[src/rtl/muldiv_unit_if.sv]
// Core-side bus of the multiply/divide unit: launch, HI/LO moves and results.
interface muldiv_unit_if;
  logic        start;
  logic [1:0]  op;
  logic [31:0] a;
  logic [31:0] b;
  logic        mthi;
  logic        mtlo;
  logic [31:0] wd;
  logic        busy;
  logic        done;
  logic [31:0] hi;
  logic [31:0] lo;

  modport master (output start, op, a, b, mthi, mtlo, wd,
                  input  busy, done, hi, lo);
  modport slave  (input  start, op, a, b, mthi, mtlo, wd,
                  output busy, done, hi, lo);
endinterface

[src/rtl/muldiv_unit.sv]
// Iterative MIPS-style multiply/divide unit with fixed 34-cycle latency
// and HI/LO result registers.
module muldiv_unit (
  input  logic           clk,
  input  logic           reset,
  muldiv_unit_if.slave   bus
);
  typedef enum logic [1:0] {IDLE, CALC, SIGN, DONE} state_t;
  typedef enum logic [1:0] {OP_MULT, OP_MULTU, OP_DIV, OP_DIVU} op_t;

  state_t      state, state_n;
  op_t         op_r;
  logic [31:0] a_r, b_r;
  logic [4:0]  cnt;
  logic [63:0] acc;
  logic [31:0] hi_r, lo_r;

  logic        is_div, signed_op, neg_a, neg_b;
  logic [31:0] mag_a, mag_b;
  logic [63:0] acc_cur, mult_next, div_next, prod_neg;
  logic [32:0] msum, shifted;
  logic [31:0] dsub, q_res, r_res;
  logic        borrow;
  logic [31:0] res_hi, res_lo;

  assign is_div    = (op_r == OP_DIV) || (op_r == OP_DIVU);
  assign signed_op = (op_r == OP_MULT) || (op_r == OP_DIV);
  assign neg_a     = signed_op & a_r[31];
  assign neg_b     = signed_op & b_r[31];
  assign mag_a     = neg_a ? (32'd0 - a_r) : a_r;
  assign mag_b     = neg_b ? (32'd0 - b_r) : b_r;

  // acc holds {partial product, multiplier} or {remainder, dividend/quotient};
  // the first iteration seeds it from the operand magnitudes.
  assign acc_cur   = (cnt == 5'd0) ? {32'd0, (is_div ? mag_a : mag_b)} : acc;

  assign msum      = {1'b0, acc_cur[63:32]} + (acc_cur[0] ? {1'b0, mag_a} : 33'd0);
  assign mult_next = {msum, acc_cur[31:1]};

  assign shifted   = {acc_cur[63:32], acc_cur[31]};
  assign borrow    = shifted < {1'b0, mag_b};
  assign dsub      = shifted[31:0] - mag_b;
  assign div_next  = borrow ? {shifted[31:0], acc_cur[30:0], 1'b0}
                            : {dsub,          acc_cur[30:0], 1'b1};

  assign prod_neg  = 64'd0 - acc;
  assign q_res     = (neg_a ^ neg_b) ? (32'd0 - acc[31:0]) : acc[31:0];
  assign r_res     = neg_a ? (32'd0 - acc[63:32]) : acc[63:32];

  always_comb begin
    res_hi = acc[63:32];
    res_lo = acc[31:0];
    if (is_div) begin
      if (b_r == 32'd0) begin
        res_hi = a_r;
        res_lo = '1;
      end else begin
        res_hi = r_res;
        res_lo = q_res;
      end
    end else if (neg_a ^ neg_b) begin
      res_hi = prod_neg[63:32];
      res_lo = prod_neg[31:0];
    end
  end

  always_ff @(posedge clk) begin
    if (reset) state <= IDLE;
    else       state <= state_n;
  end

  always_comb begin
    state_n = state;
    case (state)
      IDLE:    if (bus.start) state_n = CALC;
      CALC:    if (cnt == 5'd31) state_n = SIGN;
      SIGN:    state_n = DONE;
      DONE:    state_n = IDLE;
      default: state_n = IDLE;
    endcase
  end

  always_ff @(posedge clk) begin
    if (reset) begin
      op_r <= OP_MULT;
      a_r  <= '0;
      b_r  <= '0;
      cnt  <= '0;
      acc  <= '0;
      hi_r <= '0;
      lo_r <= '0;
    end else begin
      case (state)
        IDLE: begin
          if (bus.start) begin
            op_r <= op_t'(bus.op);
            a_r  <= bus.a;
            b_r  <= bus.b;
            cnt  <= '0;
          end else begin
            if (bus.mthi) hi_r <= bus.wd;
            if (bus.mtlo) lo_r <= bus.wd;
          end
        end
        CALC: begin
          acc <= is_div ? div_next : mult_next;
          cnt <= cnt + 5'd1;
        end
        SIGN: begin
          hi_r <= res_hi;
          lo_r <= res_lo;
        end
        DONE: begin
          if (bus.mthi) hi_r <= bus.wd;
          if (bus.mtlo) lo_r <= bus.wd;
        end
        default: ;
      endcase
    end
  end

  assign bus.busy = (state == CALC) || (state == SIGN);
  assign bus.done = (state == DONE);
  assign bus.hi   = hi_r;
  assign bus.lo   = lo_r;
endmodule

[src/flat_wrapper.sv]
// flat-port wrapper written by rule: the top's interface ports become plain ports
module muldiv_unit_flat 
  (clk, reset, bus_start, bus_op, bus_a, bus_b, bus_mthi, bus_mtlo, bus_wd, bus_busy, bus_done, bus_hi, bus_lo);
  muldiv_unit_if bus_i ();
  input  logic clk;
  input  logic reset;
  input wire logic [$bits(bus_i.start)-1:0] bus_start;
  input wire logic [$bits(bus_i.op)-1:0] bus_op;
  input wire logic [$bits(bus_i.a)-1:0] bus_a;
  input wire logic [$bits(bus_i.b)-1:0] bus_b;
  input wire logic [$bits(bus_i.mthi)-1:0] bus_mthi;
  input wire logic [$bits(bus_i.mtlo)-1:0] bus_mtlo;
  input wire logic [$bits(bus_i.wd)-1:0] bus_wd;
  output wire logic [$bits(bus_i.busy)-1:0] bus_busy;
  output wire logic [$bits(bus_i.done)-1:0] bus_done;
  output wire logic [$bits(bus_i.hi)-1:0] bus_hi;
  output wire logic [$bits(bus_i.lo)-1:0] bus_lo;
  assign bus_i.start = bus_start;
  assign bus_i.op = bus_op;
  assign bus_i.a = bus_a;
  assign bus_i.b = bus_b;
  assign bus_i.mthi = bus_mthi;
  assign bus_i.mtlo = bus_mtlo;
  assign bus_i.wd = bus_wd;
  assign bus_busy = bus_i.busy;
  assign bus_done = bus_i.done;
  assign bus_hi = bus_i.hi;
  assign bus_lo = bus_i.lo;
  muldiv_unit u_core (.clk(clk), .reset(reset), .bus(bus_i));
endmodule
[config.mk]
export PLATFORM = sky130hd
export DESIGN_NAME = muldiv_unit_flat
export DESIGN_NICKNAME = d
export VERILOG_FILES = /design/src/rtl/muldiv_unit_if.sv /design/src/rtl/muldiv_unit.sv /design/src/flat_wrapper.sv
export SDC_FILE = /design/constraint.sdc
export NUM_CORES = 1
export LEC_CHECK = 0
export ABC_AREA = 1
export BUFFER_PORTS_ARGS = -buffer_cell sky130_fd_sc_hd__buf_2
export CORE_MARGIN = 5
export CORE_UTILIZATION = 40
export CTS_CLUSTER_SIZE = 10
export DETAILED_ROUTE_END_ITERATION = 10
export PLACE_DENSITY = 0.68
export REMOVE_ABC_BUFFERS = 1
export SLEW_MARGIN = 20
export SYNTH_ARGS = -nofsm -noshare
export SYNTH_HDL_FRONTEND = slang
export SYNTH_SLANG_ARGS = --single-unit
[constraint.sdc]
create_clock -name clk -period 4.47 [get_ports clk]
set_clock_uncertainty 0.15 [all_clocks]
set_input_delay 0.894 -clock clk [delete_from_list [all_inputs] [get_ports clk]]
set_output_delay 0.894 -clock clk [all_outputs]
set_load 0.1 [all_outputs]
==> After elaboration in Yosys (flattened, before gate mapping) <==
Index checks and enable logic that the tools add are counted.
{ "totals": {"ff_bits": 201, "output_inout_bits": 66, "wordCells": 68} }
{ "classes": {"n_addsub": 8, "order_cmp": 1, "eq_ne": 9, "muxes": 26, "bitwise": 3, "reduce_logical": 13} }
{ "ops": {"columns": ["cell", "n"], "rows": [
  ["two-way mux 32 bit", 16],
  ["two-way mux 64 bit", 3],
  ["case mux 32 bit (3 select lines)", 2],
  ["subtractor 1 x 32 -> 32 bit (first input constant)", 4],
  ["subtractor 1 x 64 -> 64 bit (first input constant)", 1],
  ["adder 32 x 33 -> 33 bit", 1],
  ["less-than comparator 33 x 32 -> 1 bit", 1],
  ["logical NOT 32 bit", 1],
  ["subtractor 32 bit", 1],
  ["case mux 5 bit (2 select lines)", 1],
  ["equality test 2 bit (second input constant)", 4],
  ["case mux 2 bit (4 select lines)", 1],
  ["AND reduction 2 bit", 4],
  ["adder 5 x 1 -> 5 bit (second input constant)", 1],
  ["equality test 5 bit (second input constant)", 1],
  ["logical NOT 5 bit", 1],
  ["two-way mux 5 bit", 1],
  ["logical NOT 2 bit", 2],
  ["two-way mux 2 bit", 2],
  ["!= test 2 bit (second input constant)", 2],
  ["logical OR 1 bit", 3],
  ["nonzero test 3 bit", 1],
  ["AND 1 bit", 2],
  ["equality test 2 x 1 -> 1 bit (second input constant)", 1],
  ["other kinds (3)", 3]
]} }

==> Logic depth before layout (Yosys ltp) <==
Gate-level depths: netlist of run 1.
{ "logic_depth": {"ltp_word": 9, "ltp_mapped": 27, "mapped_depth_nobuf": 26} }

==> Least setup slack after synthesis of run 1 <==
No wires, ideal clock.
{ "synth_path": {"path_type": "register to register", "start": "register u_core.cnt[0]", "end": "register u_core.acc[47]", "setup_time_ns": 0.126, "t_arrival_ns": 3.149, "t_required_ns": 4.194, "slack_ns": 1.045, "path_stages_with_launch": 25, "path_cell_list": "dfxtp_1 inv_1 ha_1 inv_1 nor2_1 nand2_2 inv_1 buf_2 o21ai_0 inv_1 clkbuf_1 nor2_1 ha_1 fa_1 nand3_1 nand2_1 nand2_1 nand2_1 nand2_1 nand2_1 nand2_1 nand2_1 or2_2 nand3_1 a31oi_1"} }
{ "synth_via": {"elab_chain_cells": 5, "word_cells_on_any_way": 8, "classes_between": "add/sub (2); order compare (1); mux (4); reduce/logical (1)"} }
{ "synth_lines": {"columns": ["element", "line", "rtl"], "rows": [
  ["from (decl)", "muldiv_unit.sv:14", "logic [4:0] cnt;"],
  ["from (signal assigned)", "muldiv_unit.sv:107", "cnt <= cnt + 5'd1;"],
  ["logical NOT 5 bit (*)", "muldiv_unit.sv:35", "assign acc_cur = (cnt == 5'd0) ? {32'd0, (is_div ? mag_a : mag_b)} : acc;"],
  ["two-way mux 64 bit (*)", "muldiv_unit.sv:35", null],
  ["two-way mux 32 bit (tied with other cells)", "muldiv_unit.sv:37", "assign msum = {1'b0, acc_cur[63:32]} + (acc_cur[0] ? {1'b0, mag_a} : 33'd0);"],
  ["adder 32 x 33 -> 33 bit or two-way mux 64 bit (tied branches)", "muldiv_unit.sv:37, muldiv_unit.sv:43", null],
  ["two-way mux 64 bit (*)", "muldiv_unit.sv:106", "acc <= is_div ? div_next : mult_next;"],
  ["to (signal assigned)", "muldiv_unit.sv:106", null],
  ["to (decl)", "muldiv_unit.sv:15", "logic [63:0] acc;"]
]} }
Every way passes the cells marked *; elsewhere a longest branch is shown, timed or not.
A chain may end at the register's enable or synchronous reset.

==> Final worst setup path of run 1 <==
{ "layout_path": {"start": "register u_core.b_r[0]", "end": "register u_core.acc[34]"} }
{ "layout_via": {"elab_chain_cells": 7, "word_cells_on_any_way": 10, "classes_between": "add/sub (3); order compare (1); mux (6)"} }
{ "layout_lines": {"columns": ["element", "line", "rtl"], "rows": [
  ["from (decl)", "muldiv_unit.sv:13", "logic [31:0] a_r, b_r;"],
  ["from (signal assigned)", "muldiv_unit.sv:98", "b_r <= bus.b;"],
  ["subtractor 1 x 32 -> 32 bit", "muldiv_unit.sv:31", "assign mag_b = neg_b ? (32'd0 - b_r) : b_r;"],
  ["two-way mux 32 bit (*)", "muldiv_unit.sv:31", null],
  ["two-way mux 32 bit", "muldiv_unit.sv:35", null],
  ["two-way mux 64 bit", "muldiv_unit.sv:35", null],
  ["two-way mux 32 bit (tied with other cells)", "muldiv_unit.sv:37", null],
  ["adder 32 x 33 -> 33 bit or two-way mux 64 bit (tied branches)", "muldiv_unit.sv:37, muldiv_unit.sv:43", null],
  ["two-way mux 64 bit (*)", "muldiv_unit.sv:106", null]
]} }
Marks and branches as above.

==> out/metrics.csv, run 1 <==
stage,metric,value,unit
setup_path,crit path kind,flip-flop to flip-flop,
die,initial cell density of the core,40.5,%
synth,Syn Area/Cell,5.83,µm²
drt,TritonRoute pass-1 iters,7,
setup_path,startpoint types,flip-flop,
synth,Synth Register Bits,201,
grt,initial antenna violation count,1,
clock_network,CTS root buffer,clkbuf_16,
synth,Area contributors post-synth,"dfxtp_1 21%, nand2_1 16%, a21oi_1 9.2%",
timing,Slew Limit Fails,0,
clock_network,number of post-CTS setup repair buffers,0,
power_and_ir_drop,Lkg Pwr,0.0100,µW
worst_hold_path,hold wc startpoint,u_core.acc[1],
power_and_ir_drop,clock network power share,11.1,%
power_and_ir_drop,Switching Power,11900,µW
setup_path,biggest cell delay along the critical path,410,ps
setup_path,Crit. Startpoint,u_core.b_r[0],
timing,relative slew slack,43.4,%
finish,share of layout cells above drive strength 1,11.2,%
grt,grt ovf,0,
timing,RSZ-0062 raised after global routing,no,
power_and_ir_drop,PD cells,895,nW/µm²
synth,Synth top area share,21.3,%
flow_run,Max Cap Violations,0,
setup_path,"Top cell by count, worst path",nand2_1,
timing,Fin Hold WS,314,ps
drt,residual DRC count,0,
power_and_ir_drop,Comb power frac,72.9,%
drt,1st-iter DRT viols,2612,
setup_path,worst path cell trace,inv_1 > ha_1 > nand3_2 > nor2_2 > nand4_2 > nand2_1 > nand3_1 > nand2_1 > inv_1 > ha_1 > nand2_1 > nor2_4 > nand3_2 > nor2_2 > nand4_1 > nand3_4 > buf_4 > nand3_1 > nand2_1 > o21bai_1 > a21oi_1,
drt,Detailed Route WL,85100,µm
timing,Final min period,4130,ps
timing,"Hold Vio Cnt, Final",0,
die,Core Box Area,46600,µm²
clock_network,Sink Count,201,
synth,Post-Syn Area,18900,µm²
synth,ys async rst share,0,%
drt,post-DR vias/cell,5.73,
setup_path,CP Data Required Time,4800,ps
power_and_ir_drop,Power Internal,7170,µW
die,# IOs,169,
placed_design,I/O Buffers,168,
power_and_ir_drop,Tot Pwr,19000,µW
setup_path,"Max FO, Critical Path",27,
clock_network,worst skew pair latency,580,ps
power_and_ir_drop,VDD IR max,0.703,mV
grt,first-pass GRT wire length,125000,µm
clock_network,CTS tree,done,
grt,vias in the first global route,20100,
setup_path,"Max stage delay cell, worst path",dfxtp_2,
synth,Synth warnings,0,
clock_network,clk slew on worst S/H paths,60,ps
synth,post-synthesis sequential area ratio,21.3,%
worst_hold_path,HP Class,flip-flop to flip-flop,
finish,final core utilization,45.7,%
timing,final setup fails,0,
synth,synth unique cells,54,
finish,Area growth syn-to-layout,12.8,%
setup_path,crit path DAT,4450,ps
finish,# nets final,3539,
grt,pin count of the biggest net entering global routing,131,
power_and_ir_drop,Sw Ratio,62.4,%
drt,DR WL/cell,21.4,µm
timing,Tcrit/Tclk final,92.3,%
drt,Final ANT Viol Nets,0,
synth,post-synthesis cell count,3237,
die,DIE AREA,51600,µm²
clock_network,CTS H-tree depth,1,
die,Die Wd,227,µm
status,outcome,finished clean,
die,Die Height,227,µm
synth,leading area contributor after synthesis,dfxtp_1,
grt,Total GRT Usage,31.3,%
setup_path,crit end category,flip-flop,
die,row count,79,
synth,Post-synth EDFFs,0,
timing,slew at the pin closest to its max-slew limit,842,ps
clock_network,clock buffer depth,3,
setup_path,reg2reg start,u_core.b_r[0],
drt,vias,22800,
placed_design,HPWL Detailed,68400,µm
timing,FMAX,242,MHz
power_and_ir_drop,Seq pwr share,16.0,%
clock_network,total CTS buffers,26,
synth,Synth Flop Type,dfxtp_1,
finish,Antenna Cells,0,
placed_design,gpl congestion,1.06,
flip-flops by register name (all words and copies together) (netlist names):
name and count:
u_core.op_r 2, u_core.bus.hi 32, u_core.bus.lo 32, u_core.b_r 32, u_core.a_r 32, u_core.acc 64, u_core.state 2, u_core.cnt 5
synthesized netlist by cell type, types with 7 or more instances:
| cell | number |
|---|---|
| a31oi_1 | 14 |
| dfxtp_1 | 201 |
| xnor2_1 | 18 |
| o21a_1 | 8 |
| ha_1 | 75 |
| xor2_1 | 97 |
| nor2_2 | 18 |
| o211ai_1 | 29 |
| nor4_1 | 7 |
| inv_2 | 22 |
| a22oi_1 | 14 |
| nand3_1 | 328 |
| clkbuf_1 | 85 |
| a21o_1 | 9 |
| inv_1 | 294 |
| nand3b_1 | 10 |
| buf_1 | 21 |
| buf_2 | 29 |
| o21ai_0 | 250 |
| o21bai_1 | 9 |
| o21ai_1 | 35 |
| nor3_1 | 28 |
| nand4_1 | 35 |
| nand2_1 | 783 |
| nor2_1 | 384 |
| or2_2 | 14 |
| a21oi_1 | 346 |
path summary, 6_finish.rpt:
check        cells past startpoint        endpoint  slack, ps
max                             21  u_core.acc[34]        340
min                              2   u_core.acc[1]        310
max reg2reg                     21  u_core.acc[34]        340
min reg2reg                      2   u_core.acc[1]        310
worst max-delay path: cells and delay by family (launching register included):
family,cells,cell delay (ps)
simple gates,14,2200
fa+ha+maj,2,580
compound gates,2,210
buf+inv,3,470
flops,1,410
timing repair:
action | in CTS | in global routing
hold buffers | 0 | 0
endpoints found under the setup margin | 0 | 29
resized for setup | 0 | 5
power by group through the flow:
stage	logic (µW)	clock network, µW	registers, µW
final	13900	2110	3060
after global routing	14900	2190	3090
after CTS	13500	2140	3020
after detailed placement	13400	0	3050
after global placement	13500	0	3050
after floorplan	7650	0	4470
stage by stage:
| stage | area, µm² | instances | TNS, ps | setup WS, ps |
|---|---|---|---|---|
| 2_1_floorplan | 18200 | 3090 | -70170 | -1370 |
| 3_5_place_dp | 20400 | 3938 | 0 | 132 |
| 5_1_grt | 21300 | 3978 | 0 | 63.2 |
| 3_3_place_gp | 20400 | 3938 | 0 | 139 |
| 6_report | 21300 | 3978 | 0 | 343 |
| 4_1_cts | 21300 | 3978 | 0 | 71.7 |
cells in the final DEF, fill, tap and decap left out, types with 9 or more instances in the layout:
master     instances
inv_1            290
nand2_1          782
o21bai_1           9
xor2_1            95
nand3_1          328
nor3_1            28
dfxtp_1          199
nand3b_1          10
buf_2            168
ha_1              73
a21oi_1          346
o21ai_0          249
a31oi_1           14
inv_2             23
o211ai_1          29
a21o_1             9
a22oi_1           14
clkbuf_16         26
or2_2             14
nand4_1           35
nor2_1           382
xnor2_1           18
buf_4             69
nor2_2            20
o21ai_1           36
area by class of cell:
| class | count | area, µm² |
|---|---|---|
| Fill cell | 5119 | 25300 |
| Multi-Input combinational cell | 2568 | 13000 |
| Sequential cell | 201 | 4030 |
| Timing Repair Buffer | 241 | 1440 |
| Inverter | 321 | 1210 |
| Tap cell | 607 | 759 |
| Clock buffer | 34 | 701 |
| Clock inverter | 6 | 119 |
cells by family after synthesis:
group / synth area share (%)
AND/OR/NAND/NOR: 37.6
AO/OA/AOI/OAI: 20.6
buffers and inverters: 9.86
flip-flops: 21.3
XOR/XNOR: 5.34
adder cells (fa/ha/maj): 5.19
routing by layer:
layer | GRT usage (%) | share of wire, %
met1 | 44.4 | 43
met2 | 46.8 | 42
met4 | 12.2 | 5.0
met3 | 6.50 | 11
met5 | 0 | 0.015
No activity file was read; power rests on OpenSTA's default activity.
==> run 2, diff against run 1 <==
Settings changed: ABC_AREA 1 to not set, PLACE_DENSITY 0.68 to 0.69.
==> run 2 against run 1 <==
  * The flow now finishes with violations (negative setup slack)
  * Wire length decreased by 24%
  * Via count down 18%
  * Clock-buffer cell count is 1 higher
  * Synthesized cell count fell by 30%
  * Worst hold slack worse by 17 ps
  * Die area shrank 14%
  * Final area shrank 0.53%
  * Largest cell class unchanged
==> out/metrics.csv, run 2 <==
stage,metric,value,unit,change
finish,share of layout cells above drive strength 1,25.7,%,was 11.2%
placed_design,dpl ws,-370,ps,was 132 ps
setup_path,R2R cell count,19,,was 21
timing,Slew Limit Fails,0,,unchanged
finish,"most common cell after layout, fill and taps aside",buf_4,,was nand2_1
placed_design,I/O Buffers,168,,unchanged
placed_design,gpl congestion,1.00,,was 1.06
grt,vias in the first global route,17700,,was 20100
finish,Top reg by flops,u_core.acc,,unchanged
clock_network,clk slew on worst S/H paths,50,ps,was 60 ps
synth,most common cell in the netlist,nand2_1,,unchanged
clock_network,clock buffer depth,3,,unchanged
timing,Final min period,4600,ps,was 4130 ps
grt,grt ovf,0,,unchanged
drt,residual DRC count,0,,unchanged
worst_hold_path,worst hold path depth,2,,unchanged
die,DIE AREA,44600,µm²,was 51600 µm²
finish,max FFs per register,64,,unchanged
finish,final core utilization,53.0,%,was 45.7%
grt,first-pass GRT wire length,98700,µm,was 125000 µm
finish,most frequent cells in the layout,"324 x buf_4, 266 x nand2_1, 264 x a21oi_1",,"was 782 x nand2_1, 382 x nor2_1, 346 x a21oi_1"
finish,Final Cell Area,21200,µm²,was 21300 µm²
drt,TritonRoute pass-1 iters,6,,was 7
drt,Final ANT Viol Nets,0,,unchanged
worst_hold_path,HP Class,flip-flop to flip-flop,,unchanged
power_and_ir_drop,Sw Ratio,52.9,%,was 62.4%
setup_path,reg2reg start,u_core.b_r[1],,was u_core.b_r[0]
die,Die Wd,211,µm,was 227 µm
synth,synth unique cells,79,,was 54
synth,Post-Syn Area,16200,µm²,was 18900 µm²
finish,Final Non-Filler Cells,3160,,was 3978
die,# IOs,169,,unchanged
timing,Tcrit/Tclk final,103,%,was 92.3%
grt,Total GRT Usage,27.2,%,was 31.3%
setup_path,crit path kind,flip-flop to flip-flop,,unchanged
synth,Syn Area/Cell,7.19,µm²,was 5.83 µm²
synth,ys async rst share,0,%,unchanged
die,initial cell density of the core,40.5,%,about the same
clock_network,CTS tree,done,,unchanged
synth,Synth Flop Type,dfxtp_1,,unchanged
synth,Synth top area share,24.9,%,was 21.3%
placed_design,HPWL Detailed,49700,µm,was 68400 µm
synth,Synth warnings,0,,unchanged
power_and_ir_drop,Tot Pwr,16300,µW,was 19000 µW
finish,fillers,3830,,was 5119
setup_path,Crit. Startpoint,u_core.b_r[1],,was u_core.b_r[0]
synth,post-synthesis sequential area ratio,24.9,%,was 21.3%
finish,Antenna Cells,0,,unchanged
clock_network,CTS root buffer,clkbuf_16,,unchanged
synth,Synth Register Bits,201,,unchanged
power_and_ir_drop,clock network power share,11.7,%,was 11.1%
synth,post-synthesis cell count,2251,,was 3237
drt,Detailed Route WL,64600,µm,was 85100 µm
timing,RSZ-0062 raised after global routing,yes,,was no
die,row count,73,,was 79
die,Core Box Area,39900,µm²,was 46600 µm²
timing,final setup fails,19,,was 0
clock_network,worst skew pair latency,560,ps,was 580 ps
clock_network,CTS H-tree depth,1,,unchanged
flow_run,Max Cap Violations,0,,unchanged
status,outcome,finished with violations,,was finished clean
drt,post-DR vias/cell,5.90,,was 5.73
status,violations in the final reports,negative setup slack,,
timing,FMAX,217,MHz,was 242 MHz
finish,# nets final,2802,,was 3539
synth,synth cell count leaders,"274 x nand2_1, 272 x a21oi_1, 266 x nor2_1",,"was 783 x nand2_1, 384 x nor2_1, 346 x a21oi_1"
setup_path,startpoint types,flip-flop,,unchanged
timing,relative slew slack,31.5,%,was 43.4%
grt,pin count of the biggest net entering global routing,67,,was 131
power_and_ir_drop,Lkg Pwr,0.00915,µW,was 0.0100 µW
synth,Post-synth EDFFs,0,,unchanged
placed_design,placed cell area,19400,µm²,was 20400 µm²
power_and_ir_drop,Power Internal,7660,µW,was 7170 µW
setup_path,crit path DAT,4870,ps,was 4450 ps
setup_path,CP Data Required Time,4740,ps,was 4800 ps
drt,DR WL/cell,20.4,µm,was 21.4 µm
power_and_ir_drop,Seq pwr share,18.9,%,was 16.0%
power_and_ir_drop,VDD IR max,0.479,mV,was 0.703 mV
clock_network,Sink Count,201,,unchanged
die,Die Height,211,µm,was 227 µm
drt,1st-iter DRT viols,1914,,was 2612
power_and_ir_drop,PD cells,768,nW/µm²,was 895 nW/µm²
timing,final worst slack,-128,ps,was 343 ps
drt,vias,18600,,was 22800
synth,leading area contributor after synthesis,dfxtp_1,,unchanged
synth,Area contributors post-synth,"dfxtp_1 25%, a21oi_1 8.4%, nand2_1 6.4%",,"was dfxtp_1 21%, nand2_1 16%, a21oi_1 9.2%"
grt,initial antenna violation count,1,,unchanged
clock_network,total CTS buffers,26,,unchanged
power_and_ir_drop,Switching Power,8600,µW,was 11900 µW
setup_path,crit end category,flip-flop,,unchanged
setup_path,"Max FO, Critical Path",4,,was 27
timing,slew at the pin closest to its max-slew limit,1030,ps,was 842 ps
finish,Area growth syn-to-layout,30.9,%,was 12.8%
timing,"Hold Vio Cnt, Final",0,,unchanged
worst_hold_path,hold wc startpoint,u_core.bus.lo[17],,was u_core.acc[1]
power_and_ir_drop,Comb power frac,69.5,%,was 72.9%
placed_design,DP Cell Count,3084,,was 3938
==> run 2: cell count changes after synthesis, moves of 35 or more <==
cell	delta
o21ai_0	-149
a21oi_1	-74
nand2_1	-509
xnor2_1	+94
and2_1	+35
inv_1	-258
nor3_1	+39
nand3_1	-301
a211oi_1	+78
clkbuf_1	+63
nor2_1	-118
==> run 2: what timing repair did <==
item,CTS,global route
resized for setup,69,87
hold buffers,0,0
pin swaps,49,71
hold endpoints to repair,0,0
setup endpoints to repair,33,33
cloned,1,1
setup buffers,19,16
==> run 2: final timing paths <==
path / to / slack [ps]
min reg2reg: u_core.bus.lo[17] / 300
max: u_core.acc[42] / -130
max reg2reg: u_core.acc[42] / -130
min: u_core.bus.lo[17] / 300
==> run 2: worst max-delay path, cell delays in order, from the launching register on <==
cell	delay, ps
dfxtp_2	330
or4_4	530
nor4_2	270
buf_4	160
and3_4	200
a41oi_4	110
o21ai_2	170
a21boi_2	110
ha_2	210
nor2b_4	130
o2111ai_2	130
a2111oi_2	420
nor2_2	120
o41ai_4	340
buf_4	180
a31o_4	160
buf_6	110
mux2_4	300
a221oi_2	260
nor3_1	70
==> run 2: cell families after synthesis <==
family / Yosys count / share of synthesized area, %
buffers and inverters: 211 / 4.97
multiplexers: 24 / 1.51
flip-flops: 201 / 24.9
AO/OA/AOI/OAI: 724 / 28.7
adder cells (fa/ha/maj): 77 / 6.05
XOR/XNOR: 194 / 10.5
AND/OR/NAND/NOR: 820 / 23.4
==> run 2: power groups by stage <==
stage / registers, µW / logic (µW) / clock network (µW)
2_1_floorplan: 4350 / 5320 / 0
3_3_place_gp: 3010 / 10100 / 0
6_report: 3070 / 11300 / 1900
3_5_place_dp: 3040 / 10200 / 0
5_1_grt: 3120 / 12100 / 1990
4_1_cts: 3020 / 10700 / 1930
==> run 2: metal layers <==
metal	wire length, µm	vias to the layer above	global-route usage [%]
met3	5980	135	3.18
met1	27500	8774	38.0
li1	-	8877	-
met2	28900	854	43.8
met4	2170	0	9.21
met5	0	-	0
==> run 2: per-stage QoR <==
stage               hold slack [ps]  setup TNS [ps]
finish                          297           -1060
global route                    320           -7560
detailed placement              293           -8020
floorplan                       300         -393900
CTS                             300            -639
global placement                286           -3190
==> run 2: layout make-up <==
| type | count | area [µm²] | share of cell area, % |
|---|---|---|---|
| well taps | 525 | 657 | 3.10 |
| clock inverters | 6 | 45.0 | 0.213 |
| repair buffers | 515 | 3610 | 17.0 |
| multi-input cells | 1839 | 12000 | 56.6 |
| clock buffers | 35 | 704 | 3.33 |
| flip-flops and latches | 201 | 4030 | 19.0 |
| inverters | 39 | 146 | 0.692 |
==> run 3, diff against run 2 <==
Settings changed: CORE_UTILIZATION 40 to 23, PLACE_DENSITY 0.69 to 0.49.
Clock period 4.47 ns to 5.8 ns, I/O delays scaled along.
==> run 3 against run 2 <==
  * The run now ends clean
  * Critical path depth shrank 3
  * Clock power decreased by 13%
  * Critical endpoint unchanged
  * Core utilization shrank 26 points
  * Worst setup slack better by 560 ps
  * Power is 30% lower
  * Worst hold slack lost 1.1 ps
  * Largest power group unchanged
  * Wire length rose by 4.4%
  * Via count decreased by 9.3%
  * Clock-buffer cell count unchanged
  * Sequential share of layout area increased by 2.2 points
  * Combinational power shrank 36%
  * Largest cell class unchanged
  * Final area down 11%
==> out/metrics.csv, run 3 (same netlist as run 2, synthesis figures left out) <==
stage,metric,value,unit,change
clock_network,cts repair resizes,0,,was 69
setup_path,crit path DAT,5630,ps,was 4870 ps
clock_network,clock buffer depth,3,,unchanged
power_and_ir_drop,PD cells,600,nW/µm²,was 768 nW/µm²
drt,residual DRC count,0,,unchanged
drt,Detailed Route WL,67400,µm,was 64600 µm
placed_design,dpl ws,200,ps,was -370 ps
setup_path,crit end category,flip-flop,,unchanged
finish,"most common cell after layout, fill and taps aside",nand2_1,,was buf_4
grt,pin count of the biggest net entering global routing,153,,was 67
placed_design,I/O Buffers,168,,unchanged
drt,Final ANT Viol Nets,0,,unchanged
finish,Top reg by flops,u_core.acc,,unchanged
setup_path,CP Data Required Time,6060,ps,was 4740 ps
timing,final setup fails,0,,was 19
timing,Tcrit/Tclk final,92.6,%,was 103%
die,row count,97,,was 73
timing,Fin Hold WS,296,ps,was 297 ps
placed_design,gpl congestion,0.947,,was 1.00
setup_path,"Max stage delay cell, worst path",or4_1,,was or4_4
grt,first-pass GRT wire length,100000,µm,was 98700 µm
finish,fillers,7821,,was 3830
clock_network,clk slew on worst S/H paths,60,ps,was 50 ps
timing,RSZ-0062 raised after global routing,no,,was yes
die,# IOs,169,,unchanged
die,initial cell density of the core,23.1,%,was 40.5%
power_and_ir_drop,Tot Pwr,11400,µW,was 16300 µW
power_and_ir_drop,VDD IR max,0.372,mV,was 0.479 mV
finish,Final Cell Area,18900,µm²,was 21200 µm²
timing,FMAX,186,MHz,was 217 MHz
die,Core Box Area,69900,µm²,was 39900 µm²
grt,"Most Used Layer, Global Route",met2,,unchanged
clock_network,CTS tree,done,,unchanged
setup_path,biggest cell delay along the critical path,650,ps,was 530 ps
finish,# nets final,2515,,was 2802
timing,"Hold Vio Cnt, Final",0,,unchanged
clock_network,worst skew pair latency,570,ps,was 560 ps
finish,max FFs per register,64,,unchanged
power_and_ir_drop,Lkg Pwr,0.00762,µW,was 0.00915 µW
clock_network,total CTS buffers,27,,was 26
clock_network,number of post-CTS setup repair buffers,0,,was 19
timing,relative slew slack,27.3,%,was 31.5%
grt,met2 usage,27.2,%,was 43.8%
die,DIE AREA,75700,µm²,was 44600 µm²
timing,slew at the pin closest to its max-slew limit,1090,ps,was 1030 ps
finish,multi-input logic area,11400,µm²,was 12000 µm²
drt,1st-iter DRT viols,1339,,was 1914
die,Die Height,275,µm,was 211 µm
setup_path,"Max FO, Critical Path",10,,was 4
drt,post-DR vias/cell,5.14,,was 5.90
drt,TritonRoute pass-1 iters,5,,was 6
setup_path,crit path kind,flip-flop to flip-flop,,unchanged
timing,final worst slack,428,ps,was -128 ps
finish,Area growth syn-to-layout,17.0,%,was 30.9%
timing,Slew Limit Fails,0,,unchanged
grt,grt ovf,0,,unchanged
clock_network,CTS H-tree depth,1,,unchanged
grt,grt met1 use,24.1,%,was 38.0%
grt,vias in the first global route,15900,,was 17700
placed_design,placed cell area,18000,µm²,was 19400 µm²
clock_network,Sink Count,201,,unchanged
setup_path,worst path cell trace,or4_1 > nor4_4 > and3_1 > a41oi_1 > o21ai_0 > a21boi_0 > ha_1 > nor2b_1 > o2111ai_1 > a2111oi_0 > nor2_1 > o41ai_2 > a31o_2 > mux2_2 > a221oi_1 > nor3_1,,was or4_4 > nor4_2 > buf_4 > and3_4 > a41oi_4 > o21ai_2 > a21boi_2 > ha_2 > nor2b_4 > o2111ai_2 > a2111oi_2 > nor2_2 > o41ai_4 > buf_4 > a31o_4 > buf_6 > mux2_4 > a221oi_2 > nor3_1
grt,initial antenna violation count,6,,was 1
grt,Total GRT Usage,16.9,%,was 27.2%
worst_hold_path,HP Class,flip-flop to flip-flop,,unchanged
placed_design,HPWL Detailed,51600,µm,was 49700 µm
status,outcome,finished clean,,was finished with violations
drt,DR WL/cell,20.5,µm,was 20.4 µm
clock_network,CTS root buffer,clkbuf_16,,unchanged
finish,most frequent cells in the layout,"273 x nand2_1, 271 x a21oi_1, 266 x nor2_1",,"was 324 x buf_4, 266 x nand2_1, 264 x a21oi_1"
finish,share of layout cells above drive strength 1,13.3,%,was 25.7%
clock_network,post-cts hold buffer count,0,,unchanged
flow_run,Max Cap Violations,0,,unchanged
die,Die Wd,275,µm,was 211 µm
finish,FF/Latch Area,4030,µm²,about the same
setup_path,startpoint types,flip-flop,,unchanged
grt,met3 Usage GRT,1.99,%,was 3.18%
timing,Final min period,5370,ps,was 4600 ps
drt,vias,16900,,was 18600
run 3: cell count changes in the layout (fill, tap and decap cells not counted), sizes merged:
cell,delta
buf,-287
clkbuf,-1
clkinvlp,+1
diode,+1
bufinv,+2
clkinv,-1
inv,+1
run 3: path summary, 6_finish.rpt:
kind / to / slack, ps / cells past startpoint / start
setup / recovery: u_core.acc[42] / 430 / 16 / u_core.b_r[7]
hold reg to reg: u_core.bus.lo[30] / 300 / 2 / u_core.bus.lo[30]
setup reg to reg: u_core.acc[42] / 430 / 16 / u_core.b_r[7]
hold / removal: u_core.bus.lo[30] / 300 / 2 / u_core.bus.lo[30]
run 3: area by class of cell:
type | instances | share of cell area [%]
clock buffer | 35 | 3.89
sequential | 201 | 21.3
antenna | 1 | 0.0132
multi-input combinational | 1839 | 60.4
timing repair buffer | 227 | 6.88
inverter | 39 | 0.773
clock inverter | 9 | 0.535
tap | 940 | 6.21
run 3: metal layers:
metal | vias to the layer above | share of wire, %
met5 | - | 0.089
met4 | 10 | 2.2
met3 | 88 | 5.9
met2 | 502 | 45
met1 | 8012 | 47
li1 | 8296 | -
run 3: stage by stage:
stage	utilization (%)	TNS, ps	std cells
2_1_floorplan	-	-278120	2079
3_3_place_gp	25.8	0	3246
3_5_place_dp	25.8	0	3246
4_1_cts	27.0	0	3290
5_1_grt	27.1	0	3290
6_report	27.1	0	3291
run 3: worst max-delay path, delay by kind of cell (launching register included):
family                     cells  cell delay, ps
and+or+nand+nor                6            1620
adders and majority gates      1             320
AOI/OAI and AO/OA              8            2390
DFF                            1             360
muxes                          1             370
run 3: power breakdown:
part / internal [µW] / switching [µW] / total [µW]
combinational: 2260 / 4930 / 7190
clock: 970 / 688 / 1660
sequential: 1820 / 695 / 2510
